[src/rtl/pit_bus_controller_pkg.sv]
// Shared encodings and types for the PIT host-bus controller and its per-counter sequencers.
// Read/write mode field values, control-word address, read-back selector and the sampled bus word.
package pit_pkg;

   typedef enum logic [1:0] {
      RW_LATCH = 2'b00,
      RW_LSB   = 2'b01,
      RW_MSB   = 2'b10,
      RW_BOTH  = 2'b11
   } rw_t;

   localparam logic [1:0] CW_ADDR     = 2'd3;
   localparam logic [1:0] SC_READBACK = 2'd3;

   typedef struct packed {
      logic       cs;
      logic       rd;
      logic       wr;
      logic [1:0] a;
      logic [7:0] d;
   } smp_t;

   // Strobes idle high so a reset never looks like an asserted strobe.
   localparam smp_t SMP_IDLE = '{cs: 1'b1, rd: 1'b1, wr: 1'b1, a: 2'd0, d: 8'd0};

endpackage

[src/rtl/pit_bus_controller_if.sv]
// Host-side 8-bit microprocessor bus of the PIT: address, active-low strobes, split data bus.
// The host is the master; the controller is the slave and drives read data with its enable.
interface pit_bus_controller_if;
   logic [1:0] A;
   logic       CS;
   logic       RD;
   logic       WR;
   logic [7:0] D_in;
   logic [7:0] D_out;
   logic       D_oe;

   modport master (output A, CS, RD, WR, D_in, input D_out, D_oe);
   modport slave  (input A, CS, RD, WR, D_in, output D_out, D_oe);
endinterface

[src/rtl/pit_bus_controller_chan_seq.sv]
// Per-counter access sequencer: mode, byte toggles, latch flags, read-byte select.
// Pulses are registered one cycle after a request; no backpressure, requests are single-cycle.
module pit_chan_seq
   import pit_pkg::*;
(
   input  logic        clk,
   input  logic        rst,
   input  logic        cw_req,
   input  rw_t         cw_rw,
   input  logic        latch_cnt_req,
   input  logic        latch_sts_req,
   input  logic        wr_req,
   input  logic        rd_req,
   input  logic [15:0] ol,
   input  logic [7:0]  sts,
   output logic        cw_wr,
   output logic        cr_wr,
   output logic        cr_msb,
   output logic        latch_cnt,
   output logic        latch_sts,
   output logic [7:0]  rd_dat
);

   rw_t  rw;
   logic wr_toggle;
   logic rd_toggle;
   logic cnt_latched;
   logic sts_latched;

   always_ff @(posedge clk or posedge rst) begin
      if (rst) begin
         rw          <= RW_LATCH;
         wr_toggle   <= 1'b0;
         rd_toggle   <= 1'b0;
         cnt_latched <= 1'b0;
         sts_latched <= 1'b0;
         cw_wr       <= 1'b0;
         cr_wr       <= 1'b0;
         cr_msb      <= 1'b0;
         latch_cnt   <= 1'b0;
         latch_sts   <= 1'b0;
      end else begin
         cw_wr     <= 1'b0;
         cr_wr     <= 1'b0;
         cr_msb    <= 1'b0;
         latch_cnt <= 1'b0;
         latch_sts <= 1'b0;
         if (cw_req) begin
            rw          <= cw_rw;
            wr_toggle   <= 1'b0;
            rd_toggle   <= 1'b0;
            cnt_latched <= 1'b0;
            sts_latched <= 1'b0;
            cw_wr       <= 1'b1;
         end else begin
            // A second latch command while one is pending is ignored.
            if (latch_cnt_req && !cnt_latched) begin
               latch_cnt   <= 1'b1;
               cnt_latched <= 1'b1;
            end
            if (latch_sts_req && !sts_latched) begin
               latch_sts   <= 1'b1;
               sts_latched <= 1'b1;
            end
            if (wr_req) begin
               case (rw)
                  RW_LSB: begin
                     cr_wr  <= 1'b1;
                     cr_msb <= 1'b0;
                  end
                  RW_MSB: begin
                     cr_wr  <= 1'b1;
                     cr_msb <= 1'b1;
                  end
                  RW_BOTH: begin
                     cr_wr     <= 1'b1;
                     cr_msb    <= wr_toggle;
                     wr_toggle <= !wr_toggle;
                  end
                  default: ;
               endcase
            end
            if (rd_req) begin
               if (sts_latched) begin
                  sts_latched <= 1'b0;
               end else begin
                  case (rw)
                     RW_LSB, RW_MSB: cnt_latched <= 1'b0;
                     RW_BOTH: begin
                        rd_toggle <= !rd_toggle;
                        if (rd_toggle) cnt_latched <= 1'b0;
                     end
                     default: ;
                  endcase
               end
            end
         end
      end
   end

   always_comb begin
      rd_dat = 8'h00;
      if (sts_latched) begin
         rd_dat = sts;
      end else begin
         case (rw)
            RW_LSB:  rd_dat = ol[7:0];
            RW_MSB:  rd_dat = ol[15:8];
            RW_BOTH: rd_dat = rd_toggle ? ol[15:8] : ol[7:0];
            default: rd_dat = 8'h00;
         endcase
      end
   end

endmodule

[src/rtl/pit_bus_controller.sv]
// PIT host-bus front end: samples the strobes, detects write/read release edges, decodes to counters.
// Pulses one cycle after the strobe-release edge; read data two cycles after strobes; no backpressure.
module pit_bus_controller
   import pit_pkg::*;
#(
   parameter int NCNT = 3
) (
   input  logic                clk,
   input  logic                rst,
   pit_bus_controller_if.slave bus,
   output logic [NCNT-1:0]     cw_wr,
   output logic [NCNT-1:0]     cr_wr,
   output logic [7:0]          cw_data,
   output logic [7:0]          cr_data,
   output logic                cr_msb,
   output logic [NCNT-1:0]     latch_cnt,
   output logic [NCNT-1:0]     latch_sts,
   input  logic [15:0]         ol0,
   input  logic [15:0]         ol1,
   input  logic [15:0]         ol2,
   input  logic [7:0]          sts0,
   input  logic [7:0]          sts1,
   input  logic [7:0]          sts2
);

   smp_t smp_q;
   smp_t smp_p;
   logic smp_vld;
   logic wr_arm;
   logic rd_arm;
   logic wr_ev;
   logic rd_ev;
   logic rd_sel;

   logic [NCNT-1:0] cw_req;
   logic [NCNT-1:0] lc_req;
   logic [NCNT-1:0] ls_req;
   logic [NCNT-1:0] wr_req;
   logic [NCNT-1:0] rd_req;
   logic [NCNT-1:0] chan_msb;
   logic [7:0]      chan_dat [NCNT];
   logic [15:0]     ol_arr   [NCNT];
   logic [7:0]      sts_arr  [NCNT];
   logic [7:0]      rd_mux;
   logic [7:0]      d_out_q;
   logic            d_oe_q;

   assign ol_arr[0]  = ol0;
   assign ol_arr[1]  = ol1;
   assign ol_arr[2]  = ol2;
   assign sts_arr[0] = sts0;
   assign sts_arr[1] = sts1;
   assign sts_arr[2] = sts2;

   // A strobe must be seen high after reset before its release can count as an event,
   // so a transaction cut by reset cannot complete afterwards.
   always_ff @(posedge clk or posedge rst) begin
      if (rst) begin
         smp_q   <= SMP_IDLE;
         smp_p   <= SMP_IDLE;
         smp_vld <= 1'b0;
         wr_arm  <= 1'b0;
         rd_arm  <= 1'b0;
      end else begin
         smp_q   <= '{cs: bus.CS, rd: bus.RD, wr: bus.WR, a: bus.A, d: bus.D_in};
         smp_p   <= smp_q;
         smp_vld <= 1'b1;
         wr_arm  <= wr_arm | (smp_vld & smp_q.wr);
         rd_arm  <= rd_arm | (smp_vld & smp_q.rd);
      end
   end

   assign wr_ev  = wr_arm && !smp_p.cs && !smp_p.wr && smp_p.rd && smp_q.wr;
   assign rd_ev  = rd_arm && !smp_p.cs && !smp_p.rd && smp_p.wr && smp_q.rd;
   assign rd_sel = !smp_q.cs && !smp_q.rd && smp_q.wr && (smp_q.a != CW_ADDR);

   always_comb begin
      cw_req = '0;
      lc_req = '0;
      ls_req = '0;
      wr_req = '0;
      rd_req = '0;
      if (wr_ev) begin
         if (smp_p.a == CW_ADDR) begin
            if (smp_p.d[7:6] == SC_READBACK) begin
               for (int i = 0; i < NCNT; i++) begin
                  if (smp_p.d[i+1]) begin
                     lc_req[i] = !smp_p.d[5];
                     ls_req[i] = !smp_p.d[4];
                  end
               end
            end else if (smp_p.d[5:4] != RW_LATCH) begin
               cw_req[smp_p.d[7:6]] = 1'b1;
            end else begin
               lc_req[smp_p.d[7:6]] = 1'b1;
            end
         end else begin
            wr_req[smp_p.a] = 1'b1;
         end
      end
      if (rd_ev && (smp_p.a != CW_ADDR)) rd_req[smp_p.a] = 1'b1;
   end

   for (genvar i = 0; i < NCNT; i++) begin : g_chan
      pit_chan_seq u_chan (
         .clk           (clk),
         .rst           (rst),
         .cw_req        (cw_req[i]),
         .cw_rw         (rw_t'(smp_p.d[5:4])),
         .latch_cnt_req (lc_req[i]),
         .latch_sts_req (ls_req[i]),
         .wr_req        (wr_req[i]),
         .rd_req        (rd_req[i]),
         .ol            (ol_arr[i]),
         .sts           (sts_arr[i]),
         .cw_wr         (cw_wr[i]),
         .cr_wr         (cr_wr[i]),
         .cr_msb        (chan_msb[i]),
         .latch_cnt     (latch_cnt[i]),
         .latch_sts     (latch_sts[i]),
         .rd_dat        (chan_dat[i])
      );
   end

   assign cr_msb = |chan_msb;

   always_comb begin
      rd_mux = 8'h00;
      case (smp_q.a)
         2'd0:    rd_mux = chan_dat[0];
         2'd1:    rd_mux = chan_dat[1];
         2'd2:    rd_mux = chan_dat[2];
         default: rd_mux = 8'h00;
      endcase
   end

   always_ff @(posedge clk or posedge rst) begin
      if (rst) begin
         cw_data <= 8'h00;
         cr_data <= 8'h00;
         d_out_q <= 8'h00;
         d_oe_q  <= 1'b0;
      end else begin
         if (wr_ev) begin
            if (smp_p.a == CW_ADDR) cw_data <= smp_p.d;
            else                    cr_data <= smp_p.d;
         end
         d_oe_q  <= rd_sel;
         d_out_q <= rd_sel ? rd_mux : 8'h00;
      end
   end

   assign bus.D_out = d_out_q;
   assign bus.D_oe  = d_oe_q;

endmodule

[src/flat_wrapper.sv]
// flat-port wrapper written by rule: the top's interface ports become plain ports
module pit_bus_controller_flat import pit_pkg::*;
#(
   parameter int NCNT = 3
)
  (clk, rst, cw_wr, cr_wr, cw_data, cr_data, cr_msb, latch_cnt, latch_sts, ol0, ol1, ol2, sts0, sts1, sts2, bus_A, bus_CS, bus_RD, bus_WR, bus_D_in, bus_D_out, bus_D_oe);
  pit_bus_controller_if bus_i ();
  input  logic clk;
  input  logic rst;
  output logic [NCNT-1:0] cw_wr;
  output logic [NCNT-1:0] cr_wr;
  output logic [7:0] cw_data;
  output logic [7:0] cr_data;
  output logic cr_msb;
  output logic [NCNT-1:0] latch_cnt;
  output logic [NCNT-1:0] latch_sts;
  input  logic [15:0] ol0;
  input  logic [15:0] ol1;
  input  logic [15:0] ol2;
  input  logic [7:0] sts0;
  input  logic [7:0] sts1;
  input  logic [7:0] sts2;
  input wire logic [$bits(bus_i.A)-1:0] bus_A;
  input wire logic [$bits(bus_i.CS)-1:0] bus_CS;
  input wire logic [$bits(bus_i.RD)-1:0] bus_RD;
  input wire logic [$bits(bus_i.WR)-1:0] bus_WR;
  input wire logic [$bits(bus_i.D_in)-1:0] bus_D_in;
  output wire logic [$bits(bus_i.D_out)-1:0] bus_D_out;
  output wire logic [$bits(bus_i.D_oe)-1:0] bus_D_oe;
  assign bus_i.A = bus_A;
  assign bus_i.CS = bus_CS;
  assign bus_i.RD = bus_RD;
  assign bus_i.WR = bus_WR;
  assign bus_i.D_in = bus_D_in;
  assign bus_D_out = bus_i.D_out;
  assign bus_D_oe = bus_i.D_oe;
  pit_bus_controller #(.NCNT(NCNT)) u_core (.clk(clk), .rst(rst), .bus(bus_i), .cw_wr(cw_wr), .cr_wr(cr_wr), .cw_data(cw_data), .cr_data(cr_data), .cr_msb(cr_msb), .latch_cnt(latch_cnt), .latch_sts(latch_sts), .ol0(ol0), .ol1(ol1), .ol2(ol2), .sts0(sts0), .sts1(sts1), .sts2(sts2));
endmodule
[config.mk]
export PLATFORM = sky130hd
export DESIGN_NAME = pit_bus_controller_flat
export DESIGN_NICKNAME = d
export VERILOG_FILES = /design/src/rtl/pit_bus_controller_pkg.sv /design/src/rtl/pit_bus_controller_if.sv /design/src/rtl/pit_bus_controller_chan_seq.sv /design/src/rtl/pit_bus_controller.sv /design/src/flat_wrapper.sv
export SDC_FILE = /design/constraint.sdc
export NUM_CORES = 1
export LEC_CHECK = 0
export ABC_AREA = 1
export CORE_MARGIN = 2
export CORE_UTILIZATION = 50
export DETAILED_ROUTE_END_ITERATION = 16
export PLACE_DENSITY_LB_ADDON = 0.15
export SYNTH_ARGS = -nofsm -noshare
export SYNTH_HDL_FRONTEND = slang
export SYNTH_SLANG_ARGS = --single-unit
[constraint.sdc]
create_clock -name clk -period 6.8 [get_ports clk]
set_input_delay 1.02 -clock clk [delete_from_list [all_inputs] [get_ports clk]]
set_output_delay 1.02 -clock clk [all_outputs]
set_load 0.1 [all_outputs]
==> flow_metrics.tcl, run 1 <==
set metrics [dict create \
    status "finished clean" \
    synth_flop_cell "sky130_fd_sc_hd__dfrtp_1" \
    start_util_pct 50.8 \
    rrSetupSlack_ps 5170 \
    grt_max_degree 88 \
    postSynth.asyncResetShare_pct 100 \
    crit_slowest_cell "sky130_fd_sc_hd__clkdlybuf4s50_1" \
    post-route-period-util_pct 45.0 \
    cts_max_path_buffers 2 \
    worstSkewPairLatency_ps 350 \
    synthDistinctLibCells 39 \
    final_antenna_net_count 0 \
    post_cts.resized_instances 0 \
    timing_max_transition_violations_final 0 \
    slew-limit-headroom_pct 30.6 \
    drtPass1Iterations 4 \
    critPathRequiredTime_ps 5780 \
    critPathMaxStageDelay_ps 970 \
    place.detailed.hpwl_mm 7.50 \
    gp_congestion 0.871 \
    cts_num_sinks 87 \
    post-layout-total-power_mw 1.24 \
    holdPathStages 0 \
    tritoncts "built" \
    root_buffer "sky130_fd_sc_hd__clkbuf_8" \
    route.detailed.drc 0 \
    final-hold-violation-count 0 \
    r2r.worst_path.cells 7 \
    crit_path_arrival_time_ps 2040 \
    final_cells 735 \
    swShare_pct 36.0 \
    clkTransAtPathRegs_ps 90 \
    hold_path.class "flop to flop" \
    synth_warnings 0 \
    grt_first_pass_wirelength_mm 15.6 \
    synthToLayoutAreaGrowth_pct 34.7 \
    core_sq_um 8090 \
    first_global_vias 3400 \
    drive_gt1_share_pct 6.83 \
    synth_seq_cells 87 \
    wl_per_cell_um 13.3 \
    post_cts_buffers 0 \
    cp_cell_sequence "or3_1, clkdlybuf4s50_1" \
    maxClockFrequency_mhz 327 \
    layout_min_cycle_time_ps 3060 \
    number_of_enable_flip_flop_cells_after_synthesis 0 \
    critical_path_depth 2 \
    via_count 3625 \
    die_width_um 94.7 \
    num_antenna_cells 0 \
    worstSetupPathType "flop to output port" \
    fin_setup_tns_ps 0 \
    critical_path.startpoint_type "flop" \
    p_int_uw 793 \
    drt_first_iter_violations 213 \
    setup_violations 0 \
    antenna_found_initial 0 \
    synth.net_count 596 \
    avgViaCountPerCell 4.93 \
    place.port_buffers 124 \
    power.share.combinational_pct 26.7 \
    syn_area_per_cell_sq_um 8.08 \
    critPathCaptureType "output port" \
    postCtsHoldBufs 0 \
    cts-htree-levels 3 \
    cellLeakagePower_nw 2.75 \
    rsz0062_at_grt "false" \
    die_h_um 94.7 \
    power.ir.vdd_worst_uv 173 \
    routed_wl_mm 9.74 \
    globalRoute.totalOverflow 0 \
    worst_path_dominant_cell_family "buffers and inverters" \
    synth-seq-area-share_pct 53.1 \
    pd_cells_nw_per_um2 224 \
    power.share.clock_pct 26.6 \
    row_count 33 \
    p_switching_uw 446 \
    dp.cells 719 \
    cp_num_buf_inv 1 \
    die_area_sq_um 8970 \
    grt_usage_pct 22.4 \
    tightestPinTransition_ps 1040 \
    boundaryPins 125 \
    layout.nets 712 \
    clock-skew-final_ps 8.27 \
    mappedNetlistArea_sq_um 4110 \
    final_layout_fill_cell_count 673 \
    timing.max_cap.violations 0 \
    synth_cells 509 \
    tritoncts.num_buffers 9 \
    worstPathMaxFanout 1 \
    seqPwrFrac_pct 46.7 \
]
path summary, 6_finish.rpt:
kind | start | endpoint
max in group asynchronous | rst | u_core.g_chan[2].u_chan.cr_wr$_DFF_PP0_
min in group asynchronous | rst | u_core.g_chan[1].u_chan.cnt_latched$_DFF_PP0_
hold reg to reg | u_core.smp_q[0]$_DFF_PP0_ | u_core.smp_p[0]$_DFF_PP0_
hold / removal | u_core.smp_q[0]$_DFF_PP0_ | u_core.smp_p[0]$_DFF_PP0_
setup / recovery | u_core.g_chan[1].u_chan.cr_msb$_DFF_PP0_ | cr_msb
setup reg to reg | u_core.smp_q[10]$_DFF_PP1_ | u_core.g_chan[0].u_chan.rw[0]$_DFFE_PP0N_
metal layers:
| layer | wire length (um) | track usage, % | vias to the layer above | share of wire (%) |
|---|---|---|---|---|
| met5 | 0 | 0 | - | 0 |
| met4 | 159 | 7.13 | 0 | 1.6 |
| met3 | 738 | 5.11 | 18 | 7.6 |
| met2 | 4700 | 36.6 | 115 | 48 |
| met1 | 4150 | 29.7 | 1674 | 43 |
| li1 | - | - | 1818 | - |
synthesized netlist by cell type, types with 2 or more instances:
master,count,area (sq um)
sky130_fd_sc_hd__nand2_2,3,18.8
sky130_fd_sc_hd__o21ai_0,19,95.1
sky130_fd_sc_hd__a21oi_1,2,10.0
sky130_fd_sc_hd__a211oi_1,2,15.0
sky130_fd_sc_hd__o22ai_1,3,18.8
sky130_fd_sc_hd__nand2_4,3,33.8
sky130_fd_sc_hd__clkinv_1,3,11.3
sky130_fd_sc_hd__nor3_1,4,20.0
sky130_fd_sc_hd__nand4_1,5,31.3
sky130_fd_sc_hd__nand2_1,209,785
sky130_fd_sc_hd__clkbuf_1,3,11.3
sky130_fd_sc_hd__inv_2,2,7.51
sky130_fd_sc_hd__xor2_1,2,17.5
sky130_fd_sc_hd__a21oi_2,2,17.5
sky130_fd_sc_hd__inv_1,41,154
sky130_fd_sc_hd__buf_2,4,20.0
sky130_fd_sc_hd__buf_4,12,90.1
sky130_fd_sc_hd__o21ai_1,7,35.0
sky130_fd_sc_hd__dfrtp_1,81,2030
sky130_fd_sc_hd__nor2_1,38,143
sky130_fd_sc_hd__nand3_1,41,205
sky130_fd_sc_hd__dfstp_2,6,158
per-stage QoR:
stage / worst slack [ps] / cell area [sq um] / hold slack, ps / utilization, %
2_1_floorplan: 3540 / 4110 / 331 / -
3_3_place_gp: 4130 / 5360 / 333 / 66.3
3_5_place_dp: 4120 / 5360 / 336 / 66.3
4_1_cts: 3720 / 5540 / 357 / 68.5
5_1_grt: 3680 / 5540 / 360 / 68.5
6_report: 3740 / 5540 / 356 / 68.5
cell usage in the layout, fill, tap and decap left out, types with 4 or more instances in the layout:
cell                                n
sky130_fd_sc_hd__dfrtp_1           81
sky130_fd_sc_hd__nand2_1          209
sky130_fd_sc_hd__o21ai_1            7
sky130_fd_sc_hd__nand3_1           41
sky130_fd_sc_hd__clkbuf_8           9
sky130_fd_sc_hd__inv_1             40
sky130_fd_sc_hd__clkdlybuf4s50_1  124
sky130_fd_sc_hd__o21ai_0           19
sky130_fd_sc_hd__nand4_1            5
sky130_fd_sc_hd__dfstp_2            6
sky130_fd_sc_hd__nor2_1            38
sky130_fd_sc_hd__nor3_1             4
flip-flops by register name, summed over array words and instances (netlist names):
signal	flops
u_core.g_chan.u_chan.wr_toggle	3
u_core.g_chan.u_chan.cr_wr	3
u_core.wr_arm	1
u_core.cr_data	8
u_core.g_chan.u_chan.rw	6
u_core.g_chan.u_chan.rd_toggle	3
u_core.smp_p	13
u_core.bus.D_oe	1
u_core.g_chan.u_chan.cr_msb	3
u_core.g_chan.u_chan.cw_wr	3
u_core.bus.D_out	8
u_core.cw_data	8
u_core.smp_vld	1
u_core.g_chan.u_chan.latch_sts	3
u_core.g_chan.u_chan.cnt_latched	3
u_core.g_chan.u_chan.latch_cnt	3
u_core.smp_q	13
u_core.rd_arm	1
u_core.g_chan.u_chan.sts_latched	3
final cells by class:
class                      instances  area (sq um)  area share, %
clock buffer                      10           128           2.30
clock inverter                     6          52.6          0.948
inverter                          47           180           3.25
multi-input combinational        355          1620           29.2
sequential                        87          2180           39.4
tap                              105           131           2.37
timing repair buffer             125          1250           22.5
power by group through the flow:
| stage | Clock [mW] | Sequential [mW] | Combinational, mW |
|---|---|---|---|
| finish | 0.330 | 0.579 | 0.331 |
| global route | 0.359 | 0.584 | 0.352 |
| CTS | 0.337 | 0.579 | 0.334 |
| detailed placement | 0 | 0.589 | 0.333 |
| global placement | 0 | 0.587 | 0.331 |
| floorplan | 0 | 0.727 | 0.0784 |
cells by family (layout without fill, tap and decap cells):
logic type | count (synthesis) | count (layout) | share of synthesized area (%)
buffers and inverters | 67 | 188 | 7.57
AOI/OAI and AO/OA | 40 | 40 | 6.24
and+or+nand+nor | 312 | 312 | 32.6
other | 1 | 1 | 0.0912
xor gates and xnor gates | 2 | 2 | 0.426
DFF | 87 | 87 | 53.1
Power figures use the tool's default switching activity.
==> run 2, diff against run 1 <==
--- a/config.mk
+++ b/config.mk
@@ -7,7 +7,7 @@
 export LEC_CHECK = 0
 export ABC_AREA = 1
 export CORE_MARGIN = 2
-export CORE_UTILIZATION = 50
+export CORE_UTILIZATION = 43
 export DETAILED_ROUTE_END_ITERATION = 16
 export PLACE_DENSITY_LB_ADDON = 0.15
 export SYNTH_ARGS = -nofsm -noshare
==> constraint.sdc (replaced) <==
create_clock -name clk -period 2.5 [get_ports clk]
set_input_delay 0.375 -clock clk [delete_from_list [all_inputs] [get_ports clk]]
set_output_delay 0.375 -clock clk [all_outputs]
set_load 0.1 [all_outputs]
==> flow_metrics.tcl, run 2 (synthesis results as in run 1) <==
set metrics [dict create \
    num_antenna_cells 0 \
    grt_usage_pct 21.0 \
    rrSetupSlack_ps 880 \
    p_switching_mw 1.25 \
    power.share.clock_pct 29.7 \
    critical_path.reg2reg.startpoint "u_core.g_chan[2].u_chan.rw[1]$_DFFE_PP0P_" \
    first_global_vias 3543 \
    power.ir.vdd_worst_uv 417 \
    post_cts_buffers 0 \
    drt_first_iter_violations 187 \
    holdPathStages 0 \
    swShare_pct 35.7 \
    fin_setup_tns_ps 0 \
    critPathCaptureType "output port" \
    cts_max_path_buffers 2 \
    clkTransAtPathRegs_ps 100 \
    worst_path_dominant_cell_family "flip-flops" \
    layout_common_cells "209 x sky130_fd_sc_hd__nand2_1, 86 x sky130_fd_sc_hd__clkdlybuf4s50_1, 81 x sky130_fd_sc_hd__dfrtp_1, 41 x sky130_fd_sc_hd__nand3_1, 40 x sky130_fd_sc_hd__inv_1" \
    dpl_cell_area_sq_um 5310 \
    timing.rr.end "u_core.bus.D_out[5]$_DFF_PP0_" \
    r2r.worst_path.cells 9 \
    grt_first_pass_wirelength_mm 16.8 \
    critPathMaxStageDelay_ps 370 \
    tritoncts.num_buffers 9 \
    post-route-period-util_pct 68.4 \
    p_int_mw 2.26 \
    final_antenna_net_count 0 \
    routed_wl_mm 10.6 \
    layout.nets 712 \
    seqPwrFrac_pct 45.0 \
    status "finished clean" \
    worstSkewPairLatency_ps 360 \
    cp_num_buf_inv 1 \
    timing.max_cap.violations 0 \
    synthToLayoutAreaGrowth_pct 34.3 \
    route.detailed.drc 0 \
    clock-skew-final_ps 11.0 \
    avgViaCountPerCell 4.76 \
    die_area_sq_um 10400 \
    critical_path_depth 2 \
    place.port_buffers 124 \
    antenna_found_initial 0 \
    timing_max_transition_violations_final 0 \
    final.hold.worst_slack_ps 351 \
    via_count 3613 \
    tritoncts "built" \
    cts-htree-levels 3 \
    postLayoutCellArea_sq_um 5530 \
    maxClockFrequency_mhz 585 \
    rsz0062_at_grt "false" \
    core_sq_um 9240 \
    setup_violations 0 \
    tightestPinTransition_ps 702 \
    grt_max_degree 88 \
    globalRoute.totalOverflow 0 \
    wl_per_cell_um 14.0 \
    cellLeakagePower_nw 2.84 \
    worstSetupPathType "flop to output port" \
    root_buffer "sky130_fd_sc_hd__clkbuf_8" \
    cp_cell_sequence "or3_1, buf_4" \
    hold_path.class "flop to flop" \
    post_cts.resized_instances 0 \
    boundaryPins 125 \
    place.detailed.hpwl_mm 8.07 \
    pd_cells_nw_per_um2 635 \
    most_frequent_standard_cell_in_the_layout_excluding_fill_and_tap_cells "sky130_fd_sc_hd__nand2_1" \
    worstPathMaxFanout 1 \
    post-layout-total-power_mw 3.51 \
    drtPass1Iterations 4 \
    slew-limit-headroom_pct 53.2 \
    row_count 35 \
    crit_path_arrival_time_ps 1330 \
    crit_path_end "cr_msb" \
    critPathRequiredTime_ps 2120 \
    drive_gt1_share_pct 13.0 \
    layout_min_cycle_time_ps 1710 \
    start_util_pct 44.5 \
    launch_point_of_the_worst_path "u_core.g_chan[1].u_chan.cr_msb$_DFF_PP0_" \
    die_h_um 102 \
    gp_congestion 0.886 \
    crit_slowest_cell "sky130_fd_sc_hd__dfrtp_1" \
    die_width_um 102 \
    final-hold-violation-count 0 \
    critical_path.startpoint_type "flop" \
    power.share.combinational_pct 25.3 \
    postCtsHoldBufs 0 \
    cts_num_sinks 87 \
    reg_top3 "u_core.smp_p: 13 flops, u_core.smp_q: 13 flops" \
]
-- run 2: changes by cell type in the layout (fill, tap and decap cells not counted), sizes merged --
cell | previous run | this run
bufinv | 0 | 1
clkdlybuf4s50 | 124 | 86
buf | 1 | 39
inv | 45 | 49
clkinv | 6 | 3
clkinvlp | 2 | 1
clkbuf | 10 | 9
-- run 2: stage by stage --
stage,std cells,worst slack (ps),utilization (%)
detailed placement,743,903,57.5
global placement,743,946,57.5
CTS,759,758,59.8
finish,759,790,59.8
global route,759,689,59.8
floorplan,509,1030,-
-- run 2: how the worst min path moves through the flow --
stage | from | endpoint | slack, ps
after floorplan | u_core.smp_q[0]$_DFF_PP0_ | u_core.smp_p[0]$_DFF_PP0_ | 330
after global placement | u_core.smp_q[0]$_DFF_PP0_ | u_core.smp_p[0]$_DFF_PP0_ | 330
after detailed placement | u_core.smp_q[3]$_DFF_PP0_ | u_core.smp_p[3]$_DFF_PP0_ | 330
after CTS | u_core.smp_q[3]$_DFF_PP0_ | u_core.smp_p[3]$_DFF_PP0_ | 360
after global routing | u_core.smp_q[5]$_DFF_PP0_ | u_core.smp_p[5]$_DFF_PP0_ | 360
final | u_core.smp_q[1]$_DFF_PP0_ | u_core.smp_p[1]$_DFF_PP0_ | 350
-- run 2: power by group through the flow --
stage / Sequential [mW] / Clock, mW / Combinational, mW
final: 1.58 / 1.04 / 0.889
after global routing: 1.59 / 1.13 / 0.945
after CTS: 1.58 / 1.07 / 0.895
after detailed placement: 1.61 / 0 / 0.894
after global placement: 1.60 / 0 / 0.886
after floorplan: 1.98 / 0 / 0.214
-- run 2: layer usage --
metal	GRT usage (%)	part of all wire [%]	vias up
li1	-	-	1823
met1	29.2	45	1671
met2	32.9	47	107
met3	4.79	6.8	12
met4	6.77	1.1	0
met5	0	0	-
-- run 2: final cells by class --
class	instances	area, sq um
clock buffer	9	124
clock inverter	7	90.1
fill	868	3710
inverter	47	183
multi-input combinational	355	1620
sequential	87	2180
tap	129	161
timing repair buffer	125	1170
